### src/rtl/hazard_scoreboard_pkg.sv
// Shared types for the decode hazard scoreboard: instruction classes, the
// tracked-stage entry record and the forward-select encoding.
package hazard_scoreboard_pkg;

    localparam int SB_NREG   = 32;
    localparam int SB_NSTAGE = 3;
    localparam int SB_NLONG  = 2;
    localparam int SB_SW     = $clog2(SB_NSTAGE + 1);

    // Entry dst is kept wide enough for any register file up to 256 entries,
    // so the record type does not depend on the NREG of a given instance.
    localparam int SB_DST_W  = 8;

    // 0 = register file, k = bypass from tracked stage k-1.
    typedef logic [SB_SW-1:0] fwd_sel_t;

    typedef enum logic [1:0] {
        IC_ALU  = 2'd0,
        IC_LOAD = 2'd1,
        IC_LONG = 2'd2,
        IC_RSVD = 2'd3
    } iclass_t;

    // rdy: first stage index whose result can be bypassed (0 = EX, 1 = MEM).
    typedef struct packed {
        logic                valid;
        logic                wr;
        logic [SB_DST_W-1:0] dst;
        logic                rdy;
    } sb_entry_t;

    // Register 0 is hardwired, so a writer of x0 never creates a dependency.
    function automatic logic entry_match(input sb_entry_t e, input logic [SB_DST_W-1:0] r);
        return e.valid && e.wr && (e.dst == r) && (r != '0);
    endfunction

endpackage

### src/rtl/hazard_sb_pipe.sv
// Shift register of in-flight writer records for the stages after decode.
// Holds as a whole on freeze; otherwise shifts and takes a new record (or bubble) at stage 0.
module hazard_sb_pipe
    import hazard_scoreboard_pkg::*;
#(
    parameter int NSTAGE = 3
) (
    input  logic                         clk,
    input  logic                         reset,
    input  logic                         freeze,
    input  sb_entry_t                    ins,
    output sb_entry_t [NSTAGE-1:0]       entry
);

    always_ff @(posedge clk) begin
        if (reset) begin
            entry <= '0;
        end else if (!freeze) begin
            entry[0] <= ins;
            for (int s = 1; s < NSTAGE; s++) begin
                entry[s] <= entry[s-1];
            end
        end
    end

endmodule

### src/rtl/hazard_scoreboard.sv
// Decode-side hazard scoreboard: bypass selects per source, decode stall and
// issue, plus tracking of long-latency ops that complete outside the pipe.
module hazard_scoreboard
    import hazard_scoreboard_pkg::*;
#(
    parameter  int NREG   = 32,
    parameter  int NSTAGE = 3,
    parameter  int NLONG  = 2,
    localparam int RW     = $clog2(NREG),
    localparam int SW     = $clog2(NSTAGE + 1),
    localparam int CW     = $clog2(NLONG + 1)
) (
    input  logic          clk,
    input  logic          reset,
    input  logic          id_valid,
    input  logic [RW-1:0] id_ra1,
    input  logic [RW-1:0] id_ra2,
    input  logic [RW-1:0] id_dst,
    input  logic          id_regwrite,
    input  logic [1:0]    id_class,
    input  logic          pipe_freeze,
    input  logic          flush,
    input  logic          long_done,
    input  logic [RW-1:0] long_done_dst,
    output logic          issue,
    output logic          stall,
    output logic [SW-1:0] fwd_sel1,
    output logic [SW-1:0] fwd_sel2,
    output logic          long_full,
    output logic          err
);

    // Handshake: decode offers an instruction with id_valid; it is accepted
    // (issue) on the edge where it is not flushed, not hazard-stalled and the
    // tracked pipe is not frozen. A stalled instruction must be held by decode.

    iclass_t                 cls;
    sb_entry_t [NSTAGE-1:0]  pipe_entry;
    sb_entry_t               pipe_ins;
    logic [NREG-1:0]         busy;
    logic [CW-1:0]           cnt;
    logic [SW:0]             look1;
    logic [SW:0]             look2;
    logic                    haz1;
    logic                    haz2;
    logic                    long_issue;
    logic                    done_hit;

    assign cls = iclass_t'(id_class);

    // Returns {hazard, select}; scanning oldest to youngest lets the youngest writer win.
    function automatic logic [SW:0] src_lookup(input sb_entry_t [NSTAGE-1:0] ent,
                                               input logic [RW-1:0]          r);
        logic [SW:0] res;
        res = '0;
        for (int s = NSTAGE - 1; s >= 0; s--) begin
            if (entry_match(ent[s], SB_DST_W'(r))) begin
                if (s >= int'(ent[s].rdy)) res = {1'b0, SW'(s + 1)};
                else                       res = {1'b1, {SW{1'b0}}};
            end
        end
        return res;
    endfunction

    always_comb begin
        look1    = src_lookup(pipe_entry, id_ra1);
        look2    = src_lookup(pipe_entry, id_ra2);
        fwd_sel1 = look1[SW-1:0];
        fwd_sel2 = look2[SW-1:0];
        // Long units have no bypass path: a busy source waits for the register file.
        haz1     = look1[SW] | busy[id_ra1];
        haz2     = look2[SW] | busy[id_ra2];
        stall    = id_valid & ~flush &
                   (haz1 | haz2 |
                    (id_regwrite & busy[id_dst]) |
                    ((cls == IC_LONG) & long_full));
        issue    = id_valid & ~flush & ~stall & ~pipe_freeze;
    end

    assign long_full  = (cnt == CW'(NLONG));
    assign long_issue = issue & (cls == IC_LONG);
    assign done_hit   = long_done & busy[long_done_dst];

    // Long ops leave decode straight into their unit, so they occupy no pipe slot.
    always_comb begin
        pipe_ins       = '0;
        pipe_ins.valid = issue & (cls != IC_LONG);
        pipe_ins.wr    = id_regwrite;
        pipe_ins.dst   = SB_DST_W'(id_dst);
        pipe_ins.rdy   = (cls == IC_LOAD);
    end

    hazard_sb_pipe #(
        .NSTAGE (NSTAGE)
    ) u_pipe (
        .clk    (clk),
        .reset  (reset),
        .freeze (pipe_freeze),
        .ins    (pipe_ins),
        .entry  (pipe_entry)
    );

    always_ff @(posedge clk) begin
        if (reset) begin
            busy <= '0;
            cnt  <= '0;
            err  <= 1'b0;
        end else begin
            if (done_hit) begin
                busy[long_done_dst] <= 1'b0;
            end
            // Placed after the clear so a same-register set takes priority.
            if (long_issue && id_regwrite && (id_dst != '0)) begin
                busy[id_dst] <= 1'b1;
            end
            if (long_issue && !done_hit && (cnt != CW'(NLONG))) begin
                cnt <= cnt + 1'b1;
            end else if (!long_issue && done_hit && (cnt != '0)) begin
                cnt <= cnt - 1'b1;
            end
            if (long_done && !busy[long_done_dst]) begin
                err <= 1'b1;
            end
        end
    end

endmodule
### config.mk
export PLATFORM = sky130hd
export DESIGN_NAME = hazard_scoreboard
export DESIGN_NICKNAME = d
export VERILOG_FILES = /design/src/rtl/hazard_scoreboard_pkg.sv /design/src/rtl/hazard_sb_pipe.sv /design/src/rtl/hazard_scoreboard.sv
export SDC_FILE = /design/constraint.sdc
export NUM_CORES = 1
export LEC_CHECK = 0
export ABC_CLOCK_PERIOD_IN_PS = 3300
export BUFFER_PORTS_ARGS = -buffer_cell sky130_fd_sc_hd__buf_2
export CAP_MARGIN = 40
export CORE_MARGIN = 8
export CORE_UTILIZATION = 40
export CTS_CLUSTER_DIAMETER = 150
export CTS_CLUSTER_SIZE = 8
export DETAILED_ROUTE_END_ITERATION = 16
export SETUP_SLACK_MARGIN = 0.02
export SYNTH_ARGS = -nofsm -noshare
export SYNTH_HDL_FRONTEND = slang
export SYNTH_SLANG_ARGS = --single-unit
### constraint.sdc
create_clock -name clk -period 3.3 [get_ports clk]
set_input_delay 0 -clock clk [delete_from_list [all_inputs] [get_ports clk]]
set_output_delay 0 -clock clk [all_outputs]
set_load 0.02 [all_outputs]
==> flow_metrics.py, run 1 <==
metrics = {
    "finish": {
        "nNetsFinal": 478,
        "drive_gt1_share_pct": 17.2,
        "stdcell_area_mm2": 0.00440,
        "area_growth_pct": 11.9,
        "antenna_cells": 0,
    },
    "global_routing": {
        "grt_first_pass_wirelength_um": 19100,
        "antenna_found_initial": 0,
        "grt.total_usage_pct": 18.5,
        "grt_pass1_vias": 3509,
        "grt_max_degree": 30,
        "gr-total-overflow": 0,
    },
    "timing": {
        "min_period_over_period_pct": 90.2,
        "layout_min_cycle_time_ns": 2.98,
        "fin_tns_setup_ns": 0,
        "relSlewSlack_pct": 55.6,
        "rsz0062_at_grt": "no",
        "fin_ws_ns": 0.325,
        "worst_slew_pin_slew_ns": 0.666,
        "hold_viol": 0,
        "slew_violations": 0,
        "fin_skew_ns": 0.0122,
        "fmax_mhz": 336,
        "finalSetupViolations": 0,
    },
    "synth": {
        "netlist_area_mm2": 0.00393,
        "ys_seq_area_share_pct": 29.1,
        "synth-seq-cells": 57,
        "synth_fp_nets": 458,
        "avgSynthCellArea_um2": 9.16,
        "synth-async-reset-ratio_pct": 0,
        "synthFlopType": "dfxtp_1",
        "syn_inst": 429,
        "synth_edf_count": 0,
        "yosys_warnings": 0,
        "synth_cell_types": 46,
    },
    "placed_design": {
        "placed_area_mm2": 0.00418,
        "gp_congestion": 0.842,
        "io_buffers": 36,
        "pre_cts_ws_ns": 0.280,
        "post-dp-hpwl_um": 8430,
    },
    "clocking": {
        "clkLatencyLatePin_ns": 0.36,
        "htreeDepth": 3,
        "cts_buffers": 9,
        "path_clk_slew_ns": 0.06,
        "clkSinkCount": 57,
        "root_buffer": "clkbuf_8",
        "cts_tree": "built",
        "cts_buffer_depth": 2,
    },
    "die": {
        "die_w_um": 115,
        "start_util_pct": 40.7,
        "io_pins": 37,
        "fp-row-count": 36,
        "die_area_mm2": 0.0132,
        "die_h_um": 115,
        "design.core.area_mm2": 0.00964,
    },
    "detailed_routing": {
        "routed_wl_um": 11700,
        "wl_per_cell_um": 20.0,
        "postRouteAntennaNets": 0,
        "firstDrtPassIters": 5,
        "vias": 3564,
        "drcViolationCount": 0,
        "drt_iter0_markers": 379,
        "vias_per_cell": 6.07,
    },
    "worst_setup_path": {
        "cp-start-kind": "flop",
        "reg2reg_depth": 7,
        "crit_type": "reg -> reg",
        "end_kind": "flop",
        "max_stage_delay_ns": 0.56,
        "worst_path_dominant_cell_family": "simple AND/OR/NAND/NOR gates",
        "reg2reg_to": "busy[17]",
        "worstPathArrival_ns": 3.24,
        "r2r-start": "busy[16]",
        "reg2reg_setup_slack_ns": 0.32,
        "crit_buf_inv": 0,
        "crit_chain": "mux4_1, mux2i_1, nor3b_1, or4b_4, nor3b_4, nand4b_1, o21ai_0",
        "crit_slowest_cell": "or4b_4",
        "cp.required_ns": 3.56,
        "crit_fanout": 9,
    },
    "min_path": {
        "holdPathEnd": "u_pipe.entry[0]",
        "worstHoldPathCells": 4,
        "hp-class": "in -> reg",
        "hold_path_startpoint": "id_class[1]",
    },
    "outcome": {
        "outcome": "completed",
    },
    "pwr": {
        "cellPowerDensity_mw_per_mm2": 361,
        "peakVddDrop_mv": 0.145,
        "leakage_nw": 1.64,
    },
    "job": {
        "drv_cap": 0,
    },
}
cell families after synthesis:
logic type	Yosys count	synth area share, %
multiplexers	72	24.7
XOR/XNOR	30	6.69
flip-flops	57	29.1
AND/OR/NAND/NOR	138	19.6
AO/OA/AOI/OAI	89	15.4
buffers and inverters	43	4.59
power breakdown:
part / internal, mW / leakage (nW) / switching, mW
Clock: 0.367 / 0.0974 / 0.285
Sequential: 0.698 / 0.461 / 0.0133
Combinational: 0.0916 / 1.08 / 0.131
Total: 1.16 / 1.64 / 0.429
registers in the layout, summed over array words and instances, names as in the netlist:
register	cells
cnt	2
u_pipe.entry	22
busy	32
err	1
per-layer routing:
| metal | GRT usage [%] | share of wire (%) |
|---|---|---|
| met5 | 0 | 0 |
| met4 | 9.11 | 1.9 |
| met3 | 4.78 | 9.1 |
| met2 | 28.5 | 46 |
| met1 | 23.5 | 43 |
through the flow:
step                instances  hold slack, ns  total power, mW  utilization, %
finish                    587          0.0206             1.59            45.6
global route              587          0.0506             1.65            45.6
CTS                       587          0.0165             1.60            45.6
detailed placement        568           0.262            0.944            43.3
global placement          567           0.252            0.938            43.1
floorplan                 429           0.141            0.883               -
area by class of cell:
cell class | count | area (µm²)
fill | 949 | 5240
multi-input combinational | 329 | 2610
sequential | 57 | 1140
timing repair buffer | 43 | 260
tap | 133 | 166
clock buffer | 13 | 149
clock inverter | 3 | 40.0
inverter | 9 | 33.8
worst min-delay path, stage by stage:
cell and delay, ns:
buf_2 0.09, nor2_1 0.04, a22oi_1 0.14, nor2_1 0.05
worst max path at each step:
stage,startpoint,end,slack [ns],cells past startpoint
after floorplan,busy[17],busy[11],0.90,8
after global placement,id_ra1[0],busy[13],0.32,9
after detailed placement,id_ra1[0],busy[17],0.28,9
after CTS,busy[5],busy[17],0.32,7
after global routing,busy[5],busy[13],0.1,7
final,busy[16],busy[17],0.32,7
cell usage after synthesis, types with 3 or more instances:
library cell / instances / area [µm²]
o211ai_1: 24 / 180
inv_1: 9 / 33.8
dfxtp_1: 57 / 1140
nand4_1: 9 / 56.3
nor3b_1: 8 / 60.1
or3b_2: 6 / 52.6
nand2_1: 18 / 67.6
a22oi_1: 10 / 75.1
o21ai_0: 26 / 130
nand3b_1: 6 / 45.0
xnor2_1: 28 / 245
nor2b_1: 4 / 25.0
buf_2: 6 / 30.0
buf_4: 3 / 22.5
a21oi_1: 8 / 40.0
nor2_1: 39 / 146
or3_1: 3 / 18.8
o22ai_1: 3 / 18.8
nand3_1: 14 / 70.1
a32o_1: 8 / 80.1
mux4_1: 3 / 78.8
nand2b_1: 6 / 37.5
mux4_2: 16 / 360
clkbuf_1: 23 / 86.3
mux2i_1: 53 / 531
nor3_1: 8 / 40.0
and3b_1: 5 / 43.8
repair_timing:
action	4_1_cts	5_1_grt
hold buffers	3	0
endpoints found under the hold margin	3	0
resized for setup	0	0
buffers inserted	0	0
layout by cell type, fill, tap and decap left out, types with 4 or more instances in the layout:
| cell | netlist | routed |
|---|---|---|
| mux4_2 | 16 | 16 |
| clkbuf_8 | 0 | 10 |
| nand3_1 | 14 | 14 |
| nand2_1 | 18 | 18 |
| nor2b_1 | 4 | 4 |
| or3b_2 | 6 | 6 |
| o211ai_1 | 24 | 24 |
| nor3_1 | 8 | 8 |
| nor3b_1 | 8 | 8 |
| mux2i_1 | 53 | 53 |
| a22oi_1 | 10 | 10 |
| a32o_1 | 8 | 8 |
| dfxtp_1 | 57 | 57 |
| and3b_1 | 5 | 5 |
| o21ai_0 | 26 | 26 |
| inv_1 | 9 | 9 |
| buf_2 | 6 | 36 |
| xnor2_1 | 28 | 28 |
| a21oi_1 | 8 | 8 |
| nand2b_1 | 6 | 6 |
| nand3b_1 | 6 | 6 |
| nand4_1 | 9 | 9 |
| nor2_1 | 39 | 39 |
No activity file was read; power rests on OpenSTA's default activity.
==> run 2, diff against run 1 <==
--- a/config.mk
+++ b/config.mk
@@ -13,6 +13,7 @@
 export CTS_CLUSTER_DIAMETER = 150
 export CTS_CLUSTER_SIZE = 8
 export DETAILED_ROUTE_END_ITERATION = 16
+export PLACE_DENSITY = 0.61
 export SETUP_SLACK_MARGIN = 0.02
 export SYNTH_ARGS = -nofsm -noshare
 export SYNTH_HDL_FRONTEND = slang
==> run 2 against run 1 <==
Die area is the same; clock power shrank 3.5%; final cell count shrank 0.34%; register-to-register slack gained 0.04 ns; critical path type unchanged; highest routed layer unchanged.
==> flow_metrics.py, run 2 (same netlist as run 1, synthesis figures left out) <==
metrics = {
    "outcome": {
        "outcome": "completed",
    },
    "timing": {
        "fmax_mhz": 341,
        "worst_slew_pin_slew_ns": 0.671,
        "layout_min_cycle_time_ns": 2.93,
        "rsz0062_at_grt": "no",
        "fin_tns_setup_ns": 0,
        "min_period_over_period_pct": 88.8,
        "relSlewSlack_pct": 55.2,
        "slew_violations": 0,
        "finalSetupViolations": 0,
        "fin_skew_ns": 0.0117,
        "hold_viol": 0,
    },
    "clocking": {
        "cts-resized-gates": 0,
        "path_clk_slew_ns": 0.07,
        "htreeDepth": 3,
        "holdBufCountCts": 3,
        "root_buffer": "clkbuf_8",
        "cts_buffer_depth": 2,
        "clkSinkCount": 57,
        "cts_buffers": 9,
        "cts_tree": "built",
        "clkLatencyLatePin_ns": 0.35,
        "post_cts_buffers": 0,
    },
    "detailed_routing": {
        "drt_iter0_markers": 366,
        "routed_wl_um": 11900,
        "drcViolationCount": 0,
        "vias_per_cell": 6.19,
        "wl_per_cell_um": 20.3,
        "firstDrtPassIters": 6,
        "postRouteAntennaNets": 0,
        "vias": 3624,
    },
    "worst_setup_path": {
        "reg2reg_to": "busy[29]",
        "worstPathArrival_ns": 3.19,
        "crit_fanout": 9,
        "crit_path_start": "busy[19]",
        "crit_path_end": "busy[29]",
        "r2r-start": "busy[19]",
        "cp-start-kind": "flop",
        "crit_type": "reg -> reg",
        "cp.required_ns": 3.56,
        "reg2reg_depth": 7,
        "end_kind": "flop",
        "reg2reg_setup_slack_ns": 0.37,
    },
    "placed_design": {
        "post-dp-hpwl_um": 8600,
        "gp_congestion": 0.878,
        "io_buffers": 36,
        "placed_area_mm2": 0.00417,
        "placedCellCount": 567,
    },
    "global_routing": {
        "grt_max_degree": 30,
        "gr-usage-met1_pct": 23.8,
        "gr-max-usage-layer": "met2",
        "grt_first_pass_wirelength_um": 19200,
        "met3_usage_pct": 4.20,
        "grt.total_usage_pct": 18.5,
        "antenna_found_initial": 0,
        "grt_pass1_vias": 3531,
        "gr-total-overflow": 0,
        "met2_usage_pct": 29.6,
    },
    "finish": {
        "stdcell_area_mm2": 0.00438,
        "nNetsFinal": 477,
        "drive_gt1_share_pct": 17.0,
        "antenna_cells": 0,
        "largest_registers": "busy: 32 flops, u_pipe.entry: 22 flops, cnt: 2 flops",
        "top_register": "busy",
        "layout_common_cells": "57 x dfxtp_1, 53 x mux2i_1, 39 x nor2_1, 36 x buf_2, 28 x xnor2_1",
        "area_growth_pct": 11.4,
        "layout_commonest_cell": "dfxtp_1",
        "largest_reg_flops": 32,
        "stdcell_count": 585,
    },
    "die": {
        "design.core.area_mm2": 0.00964,
        "die_area_mm2": 0.0132,
        "fp-row-count": 36,
        "die_w_um": 115,
        "io_pins": 37,
        "start_util_pct": 40.7,
        "die_h_um": 115,
    },
    "min_path": {
        "hp-class": "in -> reg",
    },
    "pwr": {
        "peakVddDrop_mv": 0.145,
        "leakage_nw": 1.63,
        "cellPowerDensity_mw_per_mm2": 357,
        "total_power_mw": 1.56,
    },
    "job": {
        "drv_cap": 0,
    },
}
[run 2: cell count changes in the layout (fill, tap and decap cells not counted), sizes merged]
cell,change
clkbuf,-2
clkinv,+1
buf,-1
[run 2: through the flow]
step / hold WS (ns) / setup slack [ns] / utilization [%]
3_3_place_gp: 0.250 / 0.373 / 43.0
4_1_cts: 0.0143 / 0.382 / 45.4
6_report: 0.0215 / 0.370 / 45.4
5_1_grt: 0.0362 / 0.242 / 45.4
2_1_floorplan: 0.141 / 0.900 / -
3_5_place_dp: 0.253 / 0.348 / 43.3
[run 2: cell type report]
type,instances,area (µm²)
Inverter,9,33.8
Fill cell,961,5260
Clock buffer,11,131
Timing Repair Buffer,42,253
Clock inverter,4,45.0
Multi-Input combinational cell,329,2610
Sequential cell,57,1140
Tap cell,133,166
[run 2: per-layer routing]
| metal | vias to the layer above | part of all wire [%] |
|---|---|---|
| met5 | - | 0 |
| met4 | 0 | 2.2 |
| met3 | 28 | 8.2 |
| met2 | 178 | 46 |
| met1 | 1768 | 44 |
| li1 | 1650 | - |
[run 2: report_power, final]
group          switching [mW]  leakage (nW)  internal [mW]  total, mW
Combinational           0.131          1.08         0.0916      0.223
Sequential             0.0133         0.461          0.698      0.712
Clock                   0.289        0.0929          0.341      0.630
Total                   0.433          1.63           1.13       1.56
[run 2: worst min path at each step]
stage               slack (ns)         from               to  depth (start not counted)
finish                    0.02  id_class[1]  u_pipe.entry[0]                          4
global route              0.04  id_class[1]  u_pipe.entry[0]                          4
CTS                       0.01  id_class[1]  u_pipe.entry[0]                          4
detailed placement        0.25  id_class[0]  u_pipe.entry[0]                          3
global placement          0.25  id_class[0]  u_pipe.entry[0]                          3
floorplan                 0.14    long_done              err                          2
[run 2: worst max-delay path: stages (launching register included)]
cell and delay (ns):
dfxtp_1 0.37, mux4_1 0.49, mux2i_1 0.13, nor3b_1 0.06, or4b_4 0.57, nor3b_4 0.39
nand4b_1 0.50, o21ai_0 0.33
==> run 3, diff against run 2 <==
--- a/config.mk
+++ b/config.mk
@@ -13,6 +13,7 @@
 export CTS_CLUSTER_DIAMETER = 150
 export CTS_CLUSTER_SIZE = 8
 export DETAILED_ROUTE_END_ITERATION = 16
+export GPL_TIMING_DRIVEN = 0
 export PLACE_DENSITY = 0.61
 export SETUP_SLACK_MARGIN = 0.02
 export SYNTH_ARGS = -nofsm -noshare
==> run 3 against run 2 <==
Flip-flop and latch count unchanged; critical endpoint is now busy[5]; die area stayed put; highest routed layer unchanged; utilization is 0.56 points higher.
==> flow_metrics.py, run 3 (same netlist as run 1, synthesis figures left out) <==
metrics = {
    "timing": {
        "min_period_over_period_pct": 91.7,
        "hold_viol": 0,
        "fmax_mhz": 330,
        "fin_tns_setup_ns": 0,
        "worst_slew_pin_slew_ns": 0.735,
        "slew_violations": 0,
        "relSlewSlack_pct": 51.0,
        "fin_ws_ns": 0.272,
        "rsz0062_at_grt": "no",
        "hold_slack_ns": 0.0298,
        "fin_skew_ns": 0.0153,
        "finalSetupViolations": 0,
        "layout_min_cycle_time_ns": 3.03,
    },
    "placed_design": {
        "placedCellCount": 588,
        "gp_congestion": 0.966,
        "post-dp-hpwl_um": 9070,
        "placed_area_mm2": 0.00422,
        "pre_cts_ws_ns": 0.144,
        "io_buffers": 26,
    },
    "clocking": {
        "clkLatencyLatePin_ns": 0.35,
        "htreeDepth": 3,
        "clkSinkCount": 57,
        "cts_buffers": 9,
        "root_buffer": "clkbuf_8",
        "path_clk_slew_ns": 0.07,
        "post_cts_buffers": 0,
        "cts-resized-gates": 0,
        "holdBufCountCts": 3,
        "cts_buffer_depth": 2,
        "cts_tree": "built",
    },
    "worst_setup_path": {
        "crit_path_start": "busy[11]",
        "crit_buf_inv": 0,
        "worst_path_dominant_cell_family": "simple AND/OR/NAND/NOR gates",
        "crit_slowest_cell": "nand4b_1",
        "crit_fanout": 9,
        "end_kind": "flop",
        "cp.required_ns": 3.55,
        "max_stage_delay_ns": 0.51,
        "cp-start-kind": "flop",
        "crit_chain": "mux4_2, a222oi_1, nand3_1, a22o_1, nor3b_4, nand4b_1, o21ai_0",
        "crit_type": "reg -> reg",
        "worstPathArrival_ns": 3.28,
        "r2r-start": "busy[11]",
    },
    "detailed_routing": {
        "vias": 3633,
        "vias_per_cell": 6.00,
        "firstDrtPassIters": 5,
        "postRouteAntennaNets": 0,
        "drcViolationCount": 0,
        "routed_wl_um": 12200,
        "top_layer": "met4",
        "wl_per_cell_um": 20.1,
        "wl_met3_um": 1020,
        "wl_met2_um": 5590,
        "drt_iter0_markers": 362,
        "m1WireLength_um": 5280,
    },
    "global_routing": {
        "grt_pass1_vias": 3574,
        "grt_max_degree": 11,
        "grt_first_pass_wirelength_um": 19200,
        "grt.total_usage_pct": 18.9,
        "gr-total-overflow": 0,
        "antenna_found_initial": 0,
    },
    "die": {
        "design.core.area_mm2": 0.00964,
        "fp-row-count": 36,
        "die_w_um": 115,
        "die_h_um": 115,
        "start_util_pct": 40.7,
        "die_area_mm2": 0.0132,
        "io_pins": 37,
    },
    "min_path": {
        "hold_path_startpoint": "id_class[1]",
        "hp-class": "in -> reg",
    },
    "pwr": {
        "cellPowerDensity_mw_per_mm2": 352,
        "intPower_mw": 1.13,
        "combPwrFrac_pct": 14.6,
        "total_power_mw": 1.56,
        "p_sw_uw": 429,
        "seqPwrFrac_pct": 45.6,
        "swShare_pct": 27.4,
        "power_frac_clock_pct": 39.8,
        "peakVddDrop_mv": 0.134,
        "leakage_nw": 1.64,
    },
    "finish": {
        "layout_common_cells": "57 x dfxtp_1, 53 x mux2i_1, 39 x nor2_1, 32 x buf_2, 28 x xnor2_1",
        "layout_commonest_cell": "dfxtp_1",
        "nNetsFinal": 498,
        "area_growth_pct": 12.8,
        "final_util_pct": 46.0,
        "largest_reg_flops": 32,
        "largest_registers": "busy: 32 flops, u_pipe.entry: 22 flops, cnt: 2 flops",
        "drive_gt1_share_pct": 15.4,
        "stdcell_count": 606,
        "antenna_cells": 0,
        "top_register": "busy",
        "stdcell_area_mm2": 0.00443,
    },
    "job": {
        "drv_cap": 0,
    },
    "outcome": {
        "outcome": "completed",
    },
}
[run 3: path summary, 6_finish.rpt]
check	slack (ns)	endpoint	depth (start not counted)
worst max-delay path	0.27	busy[5]	7
worst min-delay path	0.03	u_pipe.entry[0]	4
worst max register to register	0.27	busy[5]	7
worst min register to register	0.48	err	2
[run 3: area by class of cell]
cell class | instances | area (µm²)
clock buffer | 11 | 131
clock inverter | 4 | 45.0
timing repair buffer | 29 | 160
sequential | 57 | 1140
multi-input combinational | 329 | 2610
fill | 966 | 5210
tap | 133 | 166
inverter | 9 | 33.8
buffer | 34 | 146
[run 3: power by group through the flow]
| stage | sequential, mW | combinational [mW] | clock (mW) |
|---|---|---|---|
| final | 0.711 | 0.229 | 0.621 |
| after global routing | 0.713 | 0.246 | 0.669 |
| after CTS | 0.711 | 0.226 | 0.635 |
| after detailed placement | 0.726 | 0.222 | 0 |
| after global placement | 0.726 | 0.220 | 0 |
| after floorplan | 0.724 | 0.159 | 0 |
[run 3: per-layer routing]
layer	global-route usage [%]	vias up
li1	-	1694
met1	23.2	1747
met2	29.9	164
met3	6.14	28
met4	7.62	0
met5	0	-
[run 3: worst min-delay path: stages]
cell and delay, ns:
buf_2 0.09, nor2_1 0.04, a22oi_1 0.15, nor2_1 0.05
